<file path="config.mk">
export PLATFORM = sky130hd
export DESIGN_NAME = fifo_read_flat
export DESIGN_NICKNAME = d
export VERILOG_FILES = /design/src/rtl/fifo_read_if.sv /design/src/rtl/fifo_read.sv /design/src/flat_wrapper.sv
export SDC_FILE = /design/constraint.sdc
export NUM_CORES = 1
export LEC_CHECK = 0
export ABC_AREA = 1
export CELL_PAD_IN_SITES_DETAIL_PLACEMENT = 1
export CELL_PAD_IN_SITES_GLOBAL_PLACEMENT = 1
export CORE_MARGIN = 4
export CORE_UTILIZATION = 47
export DETAILED_ROUTE_END_ITERATION = 12
export PLACE_DENSITY_LB_ADDON = 0.1
export SYNTH_ARGS = -nofsm -noshare
export SYNTH_HDL_FRONTEND = slang
export SYNTH_SLANG_ARGS = --single-unit
</file>
<file path="constraint.sdc">
create_clock -name clk -period 5.05 [get_ports clk]
set_input_delay 1.01 -clock clk [delete_from_list [all_inputs] [get_ports clk]]
set_output_delay 1.01 -clock clk [all_outputs]
set_load 0.05 [all_outputs]
</file>
<file path="src/rtl/fifo_read_if.sv">
// rtl/fifo_read_if.sv - signal bundle between the frame receiver and its controller
interface fifo_read_if;
   logic [7:0]  fifo_rxd;
   logic        fifo_rxen;
   logic        rs;
   logic [11:0] exp_len;
   logic        rd;
   logic [3:0]  so;
   logic [11:0] rx_len;
   logic [7:0]  rx_sum;
   logic        head_ok;
   logic        err;
   logic [5:0]  rd_addr;
   logic [7:0]  rd_data;

   modport master (
      output fifo_rxd, fifo_rxen, rs, exp_len, rd_addr,
      input  rd, so, rx_len, rx_sum, head_ok, err, rd_data
   );

   modport slave (
      input  fifo_rxd, fifo_rxen, rs, exp_len, rd_addr,
      output rd, so, rx_len, rx_sum, head_ok, err, rd_data
   );
endinterface

</file>
<file path="src/rtl/fifo_read.sv">
// rtl/fifo_read.sv - frame receiver: buffers a byte burst, checks length, header and XOR sum
module fifo_read (
   input  logic       clk,
   input  logic       rst,
   fifo_read_if.slave bus
);

   typedef enum logic [2:0] {
      S_IDLE  = 3'd0,
      S_WAIT  = 3'd1,
      S_RECV  = 3'd2,
      S_CHECK = 3'd3,
      S_DONE  = 3'd4
   } state_t;

   state_t      r_state;
   state_t      w_next;
   logic        w_start;
   logic        w_capture;
   logic        w_store;
   logic        w_head;

   logic [11:0] r_count;
   logic [7:0]  r_acc;
   logic        r_ovf;
   logic [7:0]  r_b0;
   logic [7:0]  r_b1;
   logic [7:0]  r_buf [0:63];
   logic [7:0]  r_rd_data;

   logic [11:0] r_rx_len;
   logic [7:0]  r_rx_sum;
   logic        r_head_ok;
   logic        r_err;

   // Next-state and capture strobes; rs low aborts any pending receive
   always_comb begin
      w_next    = S_IDLE;
      w_start   = 1'b0;
      w_capture = 1'b0;
      case (r_state)
         S_IDLE: begin
            if (bus.rs) begin
               w_next  = S_WAIT;
               w_start = 1'b1;
            end
         end
         S_WAIT: begin
            if (!bus.rs) begin
               w_next = S_IDLE;
            end else if (bus.fifo_rxen) begin
               w_next    = S_RECV;
               w_capture = 1'b1;
            end else begin
               w_next = S_WAIT;
            end
         end
         S_RECV: begin
            if (!bus.rs) begin
               w_next = S_IDLE;
            end else if (bus.fifo_rxen) begin
               w_next    = S_RECV;
               w_capture = 1'b1;
            end else begin
               w_next = S_CHECK;
            end
         end
         S_CHECK: w_next = S_DONE;
         S_DONE:  w_next = bus.rs ? S_DONE : S_IDLE;
         default: w_next = S_IDLE;
      endcase
   end

   assign w_store = w_capture && (r_count < 12'd64);
   assign w_head  = (r_b0 == 8'h55) && (r_b1 == 8'hAA) && (r_count >= 12'd2);

   // State register
   always_ff @(posedge clk) begin
      if (!rst) r_state <= S_IDLE;
      else      r_state <= w_next;
   end

   // Frame accumulators: byte count (saturating), XOR sum, overflow and the two header bytes
   always_ff @(posedge clk) begin
      if (!rst) begin
         r_count <= 12'd0;
         r_acc   <= 8'd0;
         r_ovf   <= 1'b0;
         r_b0    <= 8'd0;
         r_b1    <= 8'd0;
      end else if (w_start) begin
         r_count <= 12'd0;
         r_acc   <= 8'd0;
         r_ovf   <= 1'b0;
      end else if (w_capture) begin
         r_acc <= r_acc ^ bus.fifo_rxd;
         if (r_count >= 12'd64)  r_ovf   <= 1'b1;
         if (r_count != 12'hFFF) r_count <= r_count + 12'd1;
         if (r_count == 12'd0)   r_b0    <= bus.fifo_rxd;
         if (r_count == 12'd1)   r_b1    <= bus.fifo_rxd;
      end
   end

   // Result registers, updated only on the CHECK to DONE edge
   always_ff @(posedge clk) begin
      if (!rst) begin
         r_rx_len  <= 12'd0;
         r_rx_sum  <= 8'd0;
         r_head_ok <= 1'b0;
         r_err     <= 1'b0;
      end else if (r_state == S_CHECK) begin
         r_rx_len  <= r_count;
         r_rx_sum  <= r_acc;
         r_head_ok <= w_head;
         r_err     <= r_ovf || (r_count != bus.exp_len);
      end
   end

   // Frame buffer write; contents intentionally survive reset
   always_ff @(posedge clk) begin
      if (w_store) r_buf[r_count[5:0]] <= bus.fifo_rxd;
   end

   // Registered readback; a same-cycle write to the same address returns the old byte
   always_ff @(posedge clk) begin
      if (!rst) r_rd_data <= 8'd0;
      else      r_rd_data <= r_buf[bus.rd_addr];
   end

   assign bus.rd      = (r_state == S_DONE);
   assign bus.so      = {1'b0, r_state};
   assign bus.rx_len  = r_rx_len;
   assign bus.rx_sum  = r_rx_sum;
   assign bus.head_ok = r_head_ok;
   assign bus.err     = r_err;
   assign bus.rd_data = r_rd_data;

endmodule

</file>
<file path="src/flat_wrapper.sv">
// flat-port wrapper written by rule: the top's interface ports become plain ports
module fifo_read_flat 
  (clk, rst, bus_fifo_rxd, bus_fifo_rxen, bus_rs, bus_exp_len, bus_rd_addr, bus_rd, bus_so, bus_rx_len, bus_rx_sum, bus_head_ok, bus_err, bus_rd_data);
  fifo_read_if bus_i ();
  input  logic clk;
  input  logic rst;
  input wire logic [$bits(bus_i.fifo_rxd)-1:0] bus_fifo_rxd;
  input wire logic [$bits(bus_i.fifo_rxen)-1:0] bus_fifo_rxen;
  input wire logic [$bits(bus_i.rs)-1:0] bus_rs;
  input wire logic [$bits(bus_i.exp_len)-1:0] bus_exp_len;
  input wire logic [$bits(bus_i.rd_addr)-1:0] bus_rd_addr;
  output wire logic [$bits(bus_i.rd)-1:0] bus_rd;
  output wire logic [$bits(bus_i.so)-1:0] bus_so;
  output wire logic [$bits(bus_i.rx_len)-1:0] bus_rx_len;
  output wire logic [$bits(bus_i.rx_sum)-1:0] bus_rx_sum;
  output wire logic [$bits(bus_i.head_ok)-1:0] bus_head_ok;
  output wire logic [$bits(bus_i.err)-1:0] bus_err;
  output wire logic [$bits(bus_i.rd_data)-1:0] bus_rd_data;
  assign bus_i.fifo_rxd = bus_fifo_rxd;
  assign bus_i.fifo_rxen = bus_fifo_rxen;
  assign bus_i.rs = bus_rs;
  assign bus_i.exp_len = bus_exp_len;
  assign bus_i.rd_addr = bus_rd_addr;
  assign bus_rd = bus_i.rd;
  assign bus_so = bus_i.so;
  assign bus_rx_len = bus_i.rx_len;
  assign bus_rx_sum = bus_i.rx_sum;
  assign bus_head_ok = bus_i.head_ok;
  assign bus_err = bus_i.err;
  assign bus_rd_data = bus_i.rd_data;
  fifo_read u_core (.clk(clk), .rst(rst), .bus(bus_i));
endmodule
</file>
==> results of run 1 <==
==> state kept, by name, summed over array words and instances, names as in the netlist, 3 cells and up <==
register / count
u_core.bus.rd_data: 8
u_core.bus.rx_len: 12
u_core.bus.rx_sum: 8
u_core.r_acc: 8
u_core.r_b0: 8
u_core.r_b1: 8
u_core.r_buf: 512
u_core.r_count: 12
u_core.r_state: 3
==> layout by cell type (no fill, tap or decap), types with 3 or more instances in the layout <==
master and instances:
a21oi_1 67, edfxtp_1 512, dfxtp_1 70, clkdlybuf4s50_1 52, o21ai_1 8, nor2_2 3, inv_1 49, nand2_1 696
nor2_1 82, nor4_1 3, ha_1 4, clkbuf_1 9, xor2_1 4, clkbuf_16 61, o21ai_0 41, nand4_1 7
buf_12 4, nor3_1 6, clkinv_2 15, clkinv_1 9, nand3_2 4, buf_4 27, nor2_4 3, inv_2 3
buf_2 9, clkinv_4 4, bufinv_16 9, xnor2_1 4, nand3_1 452, nor3b_1 3
==> path summary, 6_finish.rpt <==
kind | end | slack [ps] | cells after the start
hold / removal | u_core.r_b0[0] | 450 | 2
setup reg to reg | u_core.r_buf[6][1] | 1830 | 8
setup / recovery | u_core.r_buf[6][1] | 1440 | 7
hold reg to reg | u_core.r_b0[0] | 450 | 2
==> cell families (layout without fill, tap and decap cells) <==
logic type | count (synthesis) | in the layout | synth area share
AOI/OAI and AO/OA | 122 | 122 | 0.0263
DFF | 582 | 582 | 0.706
buffers and inverters | 184 | 260 | 0.0345
adders and majority gates | 4 | 4 | 0.00211
and+or+nand+nor | 1263 | 1263 | 0.228
xor gates and xnor gates | 8 | 8 | 0.00295
other | 1 | 1 | 0.000158
==> through the flow <==
step	worst slack (ps)	power (mW)	util
floorplan	2500	5.69	-
global placement	902	5.96	0.497
detailed placement	784	5.98	0.497
CTS	1460	10.5	0.537
global route	1270	10.8	0.537
finish	1440	10.5	0.537
==> layer usage <==
| metal | routed length, um | global-route usage |
|---|---|---|
| met2 | 33400 | 0.424 |
| met5 | 0 | 0 |
| met1 | 30900 | 0.364 |
| met3 | 3460 | 0.0350 |
| met4 | 2610 | 0.0982 |
==> power by group through the flow <==
stage,clock (mW),sequential (mW),combinational (mW)
after floorplan,0,5.37,0.317
after global placement,0,5.35,0.610
after detailed placement,0,5.35,0.623
after CTS,4.65,5.25,0.626
after global routing,4.86,5.25,0.682
final,4.59,5.25,0.623
==> worst max-delay path, stage by stage <==
cell and delay (ps):
clkdlybuf4s50_1 520, nand4_2 170, nor2_4 380, nand2_1 230
nor2_4 180, nand2_1 580, nor2_1 790
==> cell usage after synthesis <==
| cell type | n |
|---|---|
| clkbuf_1 | 39 |
| inv_1 | 50 |
| buf_4 | 14 |
| nor2_4 | 3 |
| o21ai_0 | 41 |
| o21a_1 | 1 |
| nor4_1 | 3 |
| ha_1 | 4 |
| o22ai_1 | 2 |
| nand2_1 | 696 |
| nor2_2 | 2 |
| dfxtp_1 | 70 |
| edfxtp_1 | 512 |
| nand3_1 | 452 |
| nand2_2 | 2 |
| a221oi_1 | 1 |
| nand3_2 | 4 |
| inv_2 | 4 |
| xnor2_1 | 4 |
| xor2_1 | 4 |
| a21oi_1 | 67 |
| nor2_1 | 83 |
| buf_1 | 19 |
| o21ai_1 | 8 |
| nand4_2 | 1 |
| buf_6 | 1 |
| nand3b_1 | 1 |
| o221ai_1 | 1 |
| conb_1 | 1 |
| nor3_1 | 6 |
| nand4_1 | 7 |
| clkinv_1 | 2 |
| buf_2 | 55 |
| nor3b_1 | 3 |
| a211oi_1 | 1 |
==> layout make-up <==
| type | count | area, sq um |
|---|---|---|
| fillers | 5361 | 23200 |
| flip-flops and latches | 582 | 16800 |
| multi-input cells | 1398 | 6170 |
| clock buffers | 71 | 1570 |
| repair buffers | 93 | 860 |
| well taps | 672 | 841 |
| clock inverters | 40 | 470 |
| inverters | 56 | 218 |
==> flow_summary.ini, run 1 <==
[outcome]
status = complete, no violations

[worst_setup_path]
worstReg2RegStart = u_core.r_state[0]
required_ps = 5320
setup.worst_path.start = bus_rs
crit_type = input pin to flop
worstPathMaxFanout = 17
cp-start-kind = input pin
worstPathArrival_ps = 3870
end_kind = flop

[clocking]
clk_pin_slew_ps = 60
numCtsBuffers = 60
cts_setup_buffers = 0
holdBufCountCts = 0
cts_root_buf = clkbuf_16
cts_buffer_depth = 3
cts_resized = 0
htreeDepth = 2
cts_tree = done
cts.sinks = 582
clkLatencyLatePin_ps = 640

[placed_design]
routabilityCongestion = 0.834
place_hpwl_um = 42800
portBuffers = 63
dpl_cell_area_sq_mm = 0.0249
placed_cells = 2801

[power_and_ir_drop]
p_int_mw = 8.09
seqPwrFrac = 0.502
powerDensity_mw_per_mm2 = 389
ir_drop_uv = 375
p_comb_frac = 0.059
p_leak_nw = 9.50
p_sw_frac = 0.227
clkPwrFrac = 0.439
power_switching_mw = 2.38

[final_layout]
drive_above_1_share = 0.0688
layout.nets = 2225
fin_cells = 2912
stdcell_area_sq_mm = 0.0269
area_growth_pct = 13.2
antennaDiodeCount = 0

[routing]
vias = 16400
routed_wl_um = 70400
routed_via_density = 5.64
drtIter0Drc = 1396
route.detailed.drc = 0
dr.pass1.iters = 8
wl_per_cell_um = 24.2
ant_nets = 0

[timing]
fmax_mhz = 277
post-route-min-period_ps = 3610
finalSetupViolations = 0
slew_violations = 0
clock_skew_ps = 34.7
relSlewSlack = 0.272
whs_ps = 446
tns_ps = 0
hold_viol = 0
rsz0062_at_grt = no
worstMarginPinSlew_ps = 1090
fin_crit_sh = 0.714

[floorplan]
die_y_um = 233
die-area_sq_mm = 0.0542
rows = 82
initial_utilization = 0.475
fp.dieW_um = 233
io_pins = 65
core_area_sq_mm = 0.0501

[global_routing]
grt_pass1_wl_um = 106000
antenna_found_initial = 1
grt_max_degree = 188
grt_pass1_vias = 17000
overflow = 0
grt_usage = 0.262

[synthesis]
synth_top_area_frac = 0.647
syn_inst = 2164
synth_nets = 2198
yosys_warnings = 0
synth_area_leader_cell = edfxtp_1
synth-seq-cells = 582
ys_types = 35
yosysSeqAreaShare = 0.706
avgSynthCellArea_sq_um = 11.0
synth.area.top_cells = edfxtp_1, nand2_1, nand3_1, dfxtp_1, a21oi_1
syn_area_sq_mm = 0.0238

[hold_path]
worstHoldStart = u_core.r_b0[0]
hold_path.class = flop to flop

[flow_run]
maxCapViolCount = 0
Power figures use the tool's default switching activity.
==> inputs of run 2 (changes only) <==
clock period = 3.6 ns   (was 5.05 ns; I/O delays follow)
==> flow_summary.ini, run 2 (synthesized netlist as in run 1, its figures left out) <==
[final_layout]
area_growth_pct = 15.2
largest_reg_flops = 512
layout_commonest_cell = nand2_1
antennaDiodeCount = 0
mostFrequentLayoutCells = nand2_1, edfxtp_1, nand3_1
final_util = 0.547
drive_above_1_share = 0.0958
layout.nets = 2301
stdcell_area_sq_mm = 0.0274

[power_and_ir_drop]
p_total_mw = 14.3
powerDensity_mw_per_mm2 = 521
ir_drop_uv = 404
p_leak_nw = 9.85

[routing]
routed_via_density = 5.56
vias = 16600
dr.pass1.iters = 5
route.detailed.drc = 0
routed_wl_um = 70400
wl_per_cell_um = 23.6
ant_nets = 0
drtIter0Drc = 1541

[floorplan]
die-area_sq_mm = 0.0542
rows = 82
die_y_um = 233
core_area_sq_mm = 0.0501
io_pins = 65
initial_utilization = 0.475
fp.dieW_um = 233

[timing]
whs_ps = 450
fmax_mhz = 347
slew_violations = 0
rsz0062_at_grt = no
finalSetupViolations = 0
fin_crit_sh = 0.801
tns_ps = 0
clock_skew_ps = 23.9
relSlewSlack = 0.420
worstMarginPinSlew_ps = 870
post-route-min-period_ps = 2880
hold_viol = 0

[worst_setup_path]
worstPathMaxFanout = 4
crit_type = flop to primary output
r2r_end = u_core.r_buf[3][5]
worstPathArrival_ps = 2160
crit_chain = inv_1, nor2_1, clkdlybuf4s50_1
crit_slowest_cell = clkdlybuf4s50_1
cp-start-kind = flop
crit_family = buffers and inverters
worstRegToRegCells = 8
crit_path_max_incr_delay_ps = 830
required_ps = 2880
critPathBufInv = 2
worst-r2r-setup-slack_ps = 970
end_kind = primary output
worstReg2RegStart = u_core.r_count[9]

[global_routing]
grt_usage = 0.260
grt_max_degree = 117
antenna_found_initial = 0
grt_pass1_wl_um = 106000
overflow = 0
grt_pass1_vias = 16900

[placed_design]
portBuffers = 63
place_hpwl_um = 44000
dpl_cell_area_sq_mm = 0.0255
routabilityCongestion = 0.866

[clocking]
numCtsBuffers = 60
clk_pin_slew_ps = 60
cts_root_buf = clkbuf_16
cts_tree = done
cts_resized = 0
cts.sinks = 582
cts_buffer_depth = 3
cts_setup_buffers = 0
htreeDepth = 2
holdBufCountCts = 0
clkLatencyLatePin_ps = 630

[hold_path]
holdPathStages = 2
worst_hold_path.endpoint = u_core.r_b1[6]
worstHoldStart = u_core.r_b1[6]
hold_path.class = flop to flop

[outcome]
status = complete, no violations

[flow_run]
maxCapViolCount = 0
==> run 2: cell types whose count changed in the layout (fill, tap and decap cells not counted), sizes merged <==
cell    delta
buf       +76
bufinv     -4
clkbuf     +4
clkinv     +3
inv        -2
==> run 2: worst min-delay path: cells and delay by family (launching register included) <==
family	cells	cell delay [ps]
AO/OA/AOI/OAI	1	50
buffers and inverters	1	50
flip-flops	1	310
==> run 2: how the worst max path moves through the flow <==
stage,from,end,slack [ps],depth (start not counted)
after floorplan,u_core.r_state[0],u_core.r_buf[16][0],1240,8
after global placement,bus_rs,u_core.r_buf[3][2],500,8
after detailed placement,bus_rs,u_core.r_buf[3][7],430,8
after CTS,u_core.r_state[2],bus_rd,680,3
after global routing,u_core.r_state[2],bus_rd,620,3
final,u_core.r_state[2],bus_rd,720,3
==> run 2: stage by stage <==
stage               cells  setup WS, ps
floorplan            2164          1240
global placement     2877           500
detailed placement   2877           426
CTS                  2989           677
global route         2989           619
finish               2989           717
==> run 2: final cells by class <==
type / instances / area (sq um)
fill: 5350 / 22700
sequential: 582 / 16800
multi-input combinational: 1398 / 6170
clock buffer: 75 / 1570
timing repair buffer: 169 / 1490
tap: 672 / 841
clock inverter: 37 / 318
inverter: 56 / 218
==> run 2: power by group <==
part / total [mW] / leakage [nW] / switching [mW] / internal (mW)
registers: 7.37 / 5.17 / 0.0167 / 7.35
logic: 0.892 / 3.75 / 0.663 / 0.229
clock network: 6.02 / 0.929 / 2.59 / 3.43
==> run 2: per-layer routing <==
layer	global-route usage	vias up	routed length, um
met5	0	-	0
li1	-	7722	-
met3	0.0343	95	4010
met4	0.0641	0	1530
met1	0.365	8369	30500
met2	0.434	425	34400
